==> config.mk <==
export PLATFORM = sky130hd
export DESIGN_NAME = b32to128_stream
export DESIGN_NICKNAME = d
export VERILOG_FILES = /design/src/rtl/b32to128_stream.sv
export SDC_FILE = /design/constraint.sdc
export NUM_CORES = 1
export LEC_CHECK = 0
export ABC_AREA = 1
export ABC_CLOCK_PERIOD_IN_PS = 1900
export BUFFER_PORTS_ARGS = -buffer_cell sky130_fd_sc_hd__clkbuf_2
export CAP_MARGIN = 5
export CORE_MARGIN = 10
export CORE_UTILIZATION = 25
export DETAILED_ROUTE_END_ITERATION = 6
export MAX_ROUTING_LAYER = met4
export PLACE_DENSITY = 0.5
export SETUP_SLACK_MARGIN = 0.15
export SLEW_MARGIN = 10
export SYNTH_ARGS = -nofsm -noshare
export SYNTH_HDL_FRONTEND = slang
export SYNTH_SLANG_ARGS = --single-unit
==> constraint.sdc <==
create_clock -name clock -period 1.9 [get_ports clock]
set_input_delay 0.38 -clock clock [delete_from_list [all_inputs] [get_ports clock]]
set_output_delay 0.38 -clock clock [all_outputs]
set_load 0.1 [all_outputs]
==> src/rtl/b32to128_stream.sv <==
// Width upsizer: packs RATIO input words of IN_W bits into one OUT_W output word.
// The slot counter is internal. in_last flushes a partial word, and unfilled slots read as zero.
module b32to128_stream #(
   parameter int IN_W      = 32,
   parameter int RATIO     = 4,
   parameter int MSB_FIRST = 1,
   localparam int OUT_W    = IN_W * RATIO,
   localparam int CW       = $clog2(RATIO + 1)
) (
   input  logic             clock,
   input  logic             reset,
   input  logic             in_valid,
   output logic             in_ready,
   input  logic [IN_W-1:0]  in_data,
   input  logic             in_last,
   output logic             out_valid,
   input  logic             out_ready,
   output logic [OUT_W-1:0] out_data,
   output logic [CW-1:0]    out_count,
   output logic             out_last
);

   // Handshake: a word moves on a side when valid && ready at a rising edge.
   // in_ready depends only on the output register state and out_ready, never on in_valid.

   logic [CW-1:0]    slot_q, slot_d;
   logic [OUT_W-1:0] acc_q, acc_d;
   logic             out_valid_q, out_valid_d;
   logic [OUT_W-1:0] out_data_q, out_data_d;
   logic [CW-1:0]    out_count_q, out_count_d;
   logic             out_last_q, out_last_d;

   logic [OUT_W-1:0] merged;
   logic             accept;
   logic             slot_full;
   int unsigned      slot_idx;

   assign in_ready  = !out_valid_q || out_ready;
   assign accept    = in_valid && in_ready;
   assign slot_full = (slot_q == CW'(RATIO - 1));

   // Accumulator with the incoming word already placed in its slot.
   always_comb begin
      slot_idx = (MSB_FIRST != 0) ? (RATIO - 1 - int'(slot_q)) : int'(slot_q);
      merged   = acc_q;
      merged[slot_idx*IN_W +: IN_W] = in_data;
   end

   always_comb begin
      slot_d      = slot_q;
      acc_d       = acc_q;
      out_valid_d = out_valid_q;
      out_data_d  = out_data_q;
      out_count_d = out_count_q;
      out_last_d  = out_last_q;

      if (out_valid_q && out_ready) begin
         out_valid_d = 1'b0;
      end

      if (accept) begin
         if (slot_full || in_last) begin
            // A fresh emit overrides the drain so back-to-back words keep out_valid high.
            out_valid_d = 1'b1;
            out_data_d  = merged;
            out_count_d = slot_q + CW'(1);
            out_last_d  = in_last;
            slot_d      = '0;
            acc_d       = '0;
         end else begin
            acc_d  = merged;
            slot_d = slot_q + CW'(1);
         end
      end
   end

   always_ff @(posedge clock) begin
      if (reset) begin
         slot_q      <= '0;
         acc_q       <= '0;
         out_valid_q <= 1'b0;
         out_data_q  <= '0;
         out_count_q <= '0;
         out_last_q  <= 1'b0;
      end else begin
         slot_q      <= slot_d;
         acc_q       <= acc_d;
         out_valid_q <= out_valid_d;
         out_data_q  <= out_data_d;
         out_count_q <= out_count_d;
         out_last_q  <= out_last_d;
      end
   end

   assign out_valid = out_valid_q;
   assign out_data  = out_data_q;
   assign out_count = out_count_q;
   assign out_last  = out_last_q;

endmodule

Yosys cells after proc, flatten, opt, wreduce, memory -nomap -nowiden:

Cells that the tools add are included.

* word-level logic and storage cells: 24
* output and inout port bits: 134
* register bits after elaboration: 264
* input port bits: 37

* shift operators: 2
* reductions and logical operators: 6
* multiplexer cells: 6
* $add $sub $neg: 3
* eq/ne operators: 1

Operators by type and width (number)
* $bwmux W128: 1
* $mux W128: 1
* $shift A32 B34 Y128 const A: 1
* $shiftx A32 B34 Y128: 1
* $neg A32 Y34: 1
* $sub A2 B3 Y4 const A: 1
* $add A3 B1 Y3 const B: 1
* $eq A3 B2 Y1 const B: 1
* $mux W1: 3
* $mux W3: 1
* $logic_and A1 B1 Y1: 2
* $logic_or A1 B1 Y1: 2
* $reduce_and A2 Y1: 1
* $logic_not A1 Y1: 1

Logic depth before layout (Yosys ltp):

* depth after elaboration: 5
* mapped depth: 14
* gate-level depth less buffers: 13

Worst setup path before layout:

Ideal clock, no wire load.

* kind: register to register
* start point: register out_valid_q (netlist: out_valid)
* end point: register out_data_q[11] (netlist: out_data[11])
* setup time: 0.109 ns
* buffers on the path: 2
* clock period less this slack: 2.915 ns
* arrival time: 2.806 ns
* cell stages (with the launch flop): 9
* path slack: -1.015 ns
* data required time: 1.791 ns
* cell sequence: dfxtp_1 nand2_1 nand2_2 nor2_1 buf_2 clkbuf_1 o21a_1 nand2_1 inv_1

* longest elaborated chain between the ends: 4

RTL lines
* start, declared: line 28 `logic out_valid_q, out_valid_d;`
* start signal, assigned: line 88 `out_valid_q <= out_valid_d;`
* $logic_not A1 Y1: line 38 `assign in_ready = !out_valid_q || out_ready;`
* $logic_or A1 B1 Y1: line 38
* named net in_ready: line 13 `output logic in_ready,`
* $logic_and A1 B1 Y1: line 39 `assign accept = in_valid && in_ready;`
* $reduce_and A2 Y1 (no line)
* end signal, assigned: line 89 `out_data_q <= out_data_d;`
* end, declared: line 29 `logic [OUT_W-1:0] out_data_q, out_data_d;`

The timed path passes the listed nets, and every way through them passes these cells.
A chain may end at the register's enable or synchronous reset.

Final worst setup path:

* start point: register slot_q[1]
* end point: register acc_q[118]

* longest elaborated chain between the ends: 5
* elaborated cells between the ends (all ways): 8
* classes of those cells: 2 x add/sub; 1 x eq/ne; 2 x shift; 2 x mux; 1 x reduce/logical

RTL lines
* start, declared: line 26 `logic [CW-1:0] slot_q, slot_d;`
* start signal, assigned: line 86 `slot_q <= slot_d;`
* $sub A2 B3 Y4: line 44 `slot_idx = (MSB_FIRST != 0) ? (RATIO - 1 - int'(slot_q)) : int'(slot_q);`
* $neg A32 Y34: line 46 `merged[slot_idx*IN_W +: IN_W] = in_data;`
* $shiftx A32 B34 Y128 or $shift A32 B34 Y128 (tied branches): line 46
* $bwmux W128: line 46
* $mux W128 *: line 62 `if (slot_full || in_last) begin`
* end signal, assigned: line 80 `acc_q <= '0;`
* end signal, assigned: line 87 `acc_q <= acc_d;`
* end, declared: line 27 `logic [OUT_W-1:0] acc_q, acc_d;`

Every way passes the cells marked *; elsewhere a longest branch is shown, timed or not.

==> results.sh <==
export IMPL_status="complete, but fails checks"
export IMPL_violations="setup timing"
export IMPL_grt_total_usage_pct=17.23
export IMPL_crit_chain="buf_6 -> nand3_4 -> ha_4 -> nor2_4 -> nand2_2 -> nor2_4 -> buf_12 -> buf_8 -> nand4_1 -> nand3_1 -> a21oi_1"
export IMPL_htree_levels=1
export IMPL_clockBufferDepth=3
export IMPL_port_buffers=170
export IMPL_hold_end="out_valid"
export IMPL_r2r_slack_ps=-140
export IMPL_clk_pin_slew_ps=60
export IMPL_wire_per_inst_um=18.67
export IMPL_holdPathStages=4
export IMPL_synth_seq_cells=264
export IMPL_final_cell_mix="nand2_1 (418), inv_1 (265), dfxtp_1 (260), clkbuf_4 (127), a21oi_1 (94)"
export IMPL_viasPerCell=4.671
export IMPL_cp_arrival_ps=2470
export IMPL_crit_start="slot_q[1]"
export IMPL_rsz0062_at_grt="yes"
export IMPL_syn_to_final_growth_pct=56.93
export IMPL_slew_headroom_pct=33.49
export IMPL_synthDistinctLibCells=21
export IMPL_max_freq_mhz=489.7
export IMPL_multiInputGateArea_um2=7497
export IMPL_die_y_um=242.7
export IMPL_antenna_found_initial=3
export IMPL_chipWidth_um=242.7
export IMPL_seq_area_um2=5298
export IMPL_grt_pass1_wl_um=77800
export IMPL_core_area_um2=48950
export IMPL_numCtsBuffers=31
export IMPL_place_congestion=0.8341
export IMPL_num_nets_final=2115
export IMPL_layout_commonest_cell="nand2_1"
export IMPL_cp_start_kind="flip-flop"
export IMPL_path_common_cell="nor2_4"
export IMPL_n_fill_cell=4809
export IMPL_syn_num_nets=1875
export IMPL_r2r_start="slot_q[1]"
export IMPL_ant_nets=0
export IMPL_critPathMaxFanout=19
export IMPL_hold_viol_final=0
export IMPL_std_cell_rows=81
export IMPL_slowest_stage="dfxtp_4"
export IMPL_vdd_drop_max_mv=0.6382
export IMPL_total_power_uw=15870
export IMPL_grt_max_degree=133
export IMPL_fin_crit_ps=2042
export IMPL_drive_gt1_share_pct=35.31
export IMPL_clk_latency_ps=580
export IMPL_critPathKind="reg2reg"
export IMPL_max_cap_violations=0
export IMPL_path_buf_inv=3
export IMPL_r2r_end="acc_q[118]"
export IMPL_drt_iter0_drc=902
export IMPL_fin_util_pct=39.73
export IMPL_syn_cell_area_um2=12390
export IMPL_hold_start="out_ready"
export IMPL_die_area_um2=58880
export IMPL_vias=12910
export IMPL_cp_end_kind="flip-flop"
export IMPL_synth_cells=1832
export IMPL_p_leak_uw=0.008261
export IMPL_finalWorstSetupSlack_ps=-141.9
export IMPL_grt_overflow=0
export IMPL_finalCritPeriodShare_pct=107.5
export IMPL_place_hpwl_um=32440
export IMPL_cp_data_required_time_ps=2330
export IMPL_setup_viol=245
export IMPL_hold_class="in2reg"
export IMPL_drc=0
export IMPL_initial_core_util_pct=25.32
export IMPL_grt_pass1_vias=12390
export IMPL_cts_sinks=264
export IMPL_max_slew_worst_pin_slew_ps=997.7
export IMPL_finalWirelength_um=51600
export IMPL_cts_root_buf="clkbuf_16"
export IMPL_holdWs_ps=131.5
export IMPL_io_pins=171
export IMPL_synth_area_per_cell_um2=6.765
export IMPL_cts_tree="yes"
export IMPL_finClkSkew_ps=10.52
export IMPL_powerDensity_nw_per_um2=816.2
export IMPL_ys_warn_count=0
export IMPL_reg2regPathDepth=11
export IMPL_cts_hold_buffers=0
export IMPL_cp_top_family="simple AND/OR/NAND/NOR gates"
export IMPL_max_stage_delay_ps=360
export IMPL_slew_violations=0
export IMPL_ys_seq_area_share_pct=42.65
export IMPL_dr_pass1_iters=5
-- state kept, by name (all words and copies together) (netlist names) --
signal     cells
out_last       1
out_data     128
out_count      3
slot_q         3
out_valid      1
acc_q        128
-- metal layers --
| metal | global-route usage [%] | vias to the layer above | routed length [um] |
|---|---|---|---|
| met5 | - | - | 0 |
| li1 | - | 6347 | - |
| met3 | 2.756 | 106 | 2803 |
| met4 | 6.525 | 0 | 1768 |
| met2 | 27.21 | 328 | 24370 |
| met1 | 21.83 | 6126 | 22650 |
-- synth_stat cells --
library cell,number,share of area [%]
buf_4,1,0.061
nor2_2,2,0.10
nand3_1,195,7.9
nand4_1,65,3.3
nor2_4,1,0.091
dfxtp_1,264,43
nand2_2,1,0.051
ha_1,6,0.61
o21ai_0,68,2.7
inv_2,1,0.030
clkbuf_1,67,2.0
o21ai_2,1,0.071
buf_1,7,0.21
nor2_1,7,0.21
nor3_4,1,0.13
nand2_1,555,17
inv_1,269,8.1
a21o_1,32,1.9
buf_2,58,2.3
a21oi_1,167,6.7
o21a_1,64,3.9
-- power by group --
| part | switching (uW) | internal, uW | total [uW] |
|---|---|---|---|
| combinational | 3030 | 1200 | 4220 |
| clock | 2440 | 3270 | 5700 |
| sequential | 146 | 5800 | 5950 |
| total | 5610 | 10300 | 15900 |
-- logic make-up after synthesis --
family / share of synthesized area [%]
AOI/OAI and AO/OA: 15.38
adders and majority gates: 0.6057
buffers and inverters: 12.82
DFF: 42.65
and+or+nand+nor: 28.55
-- worst max-delay path by stage --
stage | endpoint | slack, ps | depth (start not counted)
global placement | out_data[72] | -180 | 11
floorplan | acc_q[2] | 110 | 10
finish | acc_q[118] | -140 | 11
global route | out_data[35] | -250 | 14
detailed placement | out_data[75] | -240 | 12
CTS | out_data[35] | -100 | 13
-- cell type report --
class                           instances  share of cell area (%)
Multi-Input combinational cell       1165                   38.55
Sequential cell                       264                   27.24
Timing Repair Buffer                  340                   19.81
Inverter                              270                   5.230
Clock buffer                           49                   4.490
Tap cell                              664                   4.272
Clock inverter                          8                  0.3667
Antenna cell                            3                 0.03860
-- metrics by stage --
step / area (um^2) / instances / setup slack, ps / setup TNS [ps]
6_report: 19450 / 2763 / -141.9 / -19270
3_3_place_gp: 14860 / 2636 / -184.2 / -16640
3_5_place_dp: 14860 / 2636 / -237.9 / -27860
4_1_cts: 18560 / 2748 / -100.9 / -6595
5_1_grt: 19450 / 2763 / -246.9 / -44980
2_1_floorplan: 12530 / 1832 / 109.1 / 0
-- timing repair --
item                       in CTS  in global routing
setup buffers                  30                  7
pin swaps                     117                 82
gates resized for setup       457                172
cloned                         25                  5
setup endpoints to repair     396                264
-- worst reg2reg max path: cells and delay by family, from the launching register on --
kind / cells / cell delay (ps)
AND/OR/NAND/NOR: 6 / 750
AO/OA/AOI/OAI: 1 / 70
adder cells (fa/ha/maj): 1 / 240
flip-flops: 1 / 360
buffers and inverters: 3 / 460
Note: power is estimated with default switching activity, not from simulation.
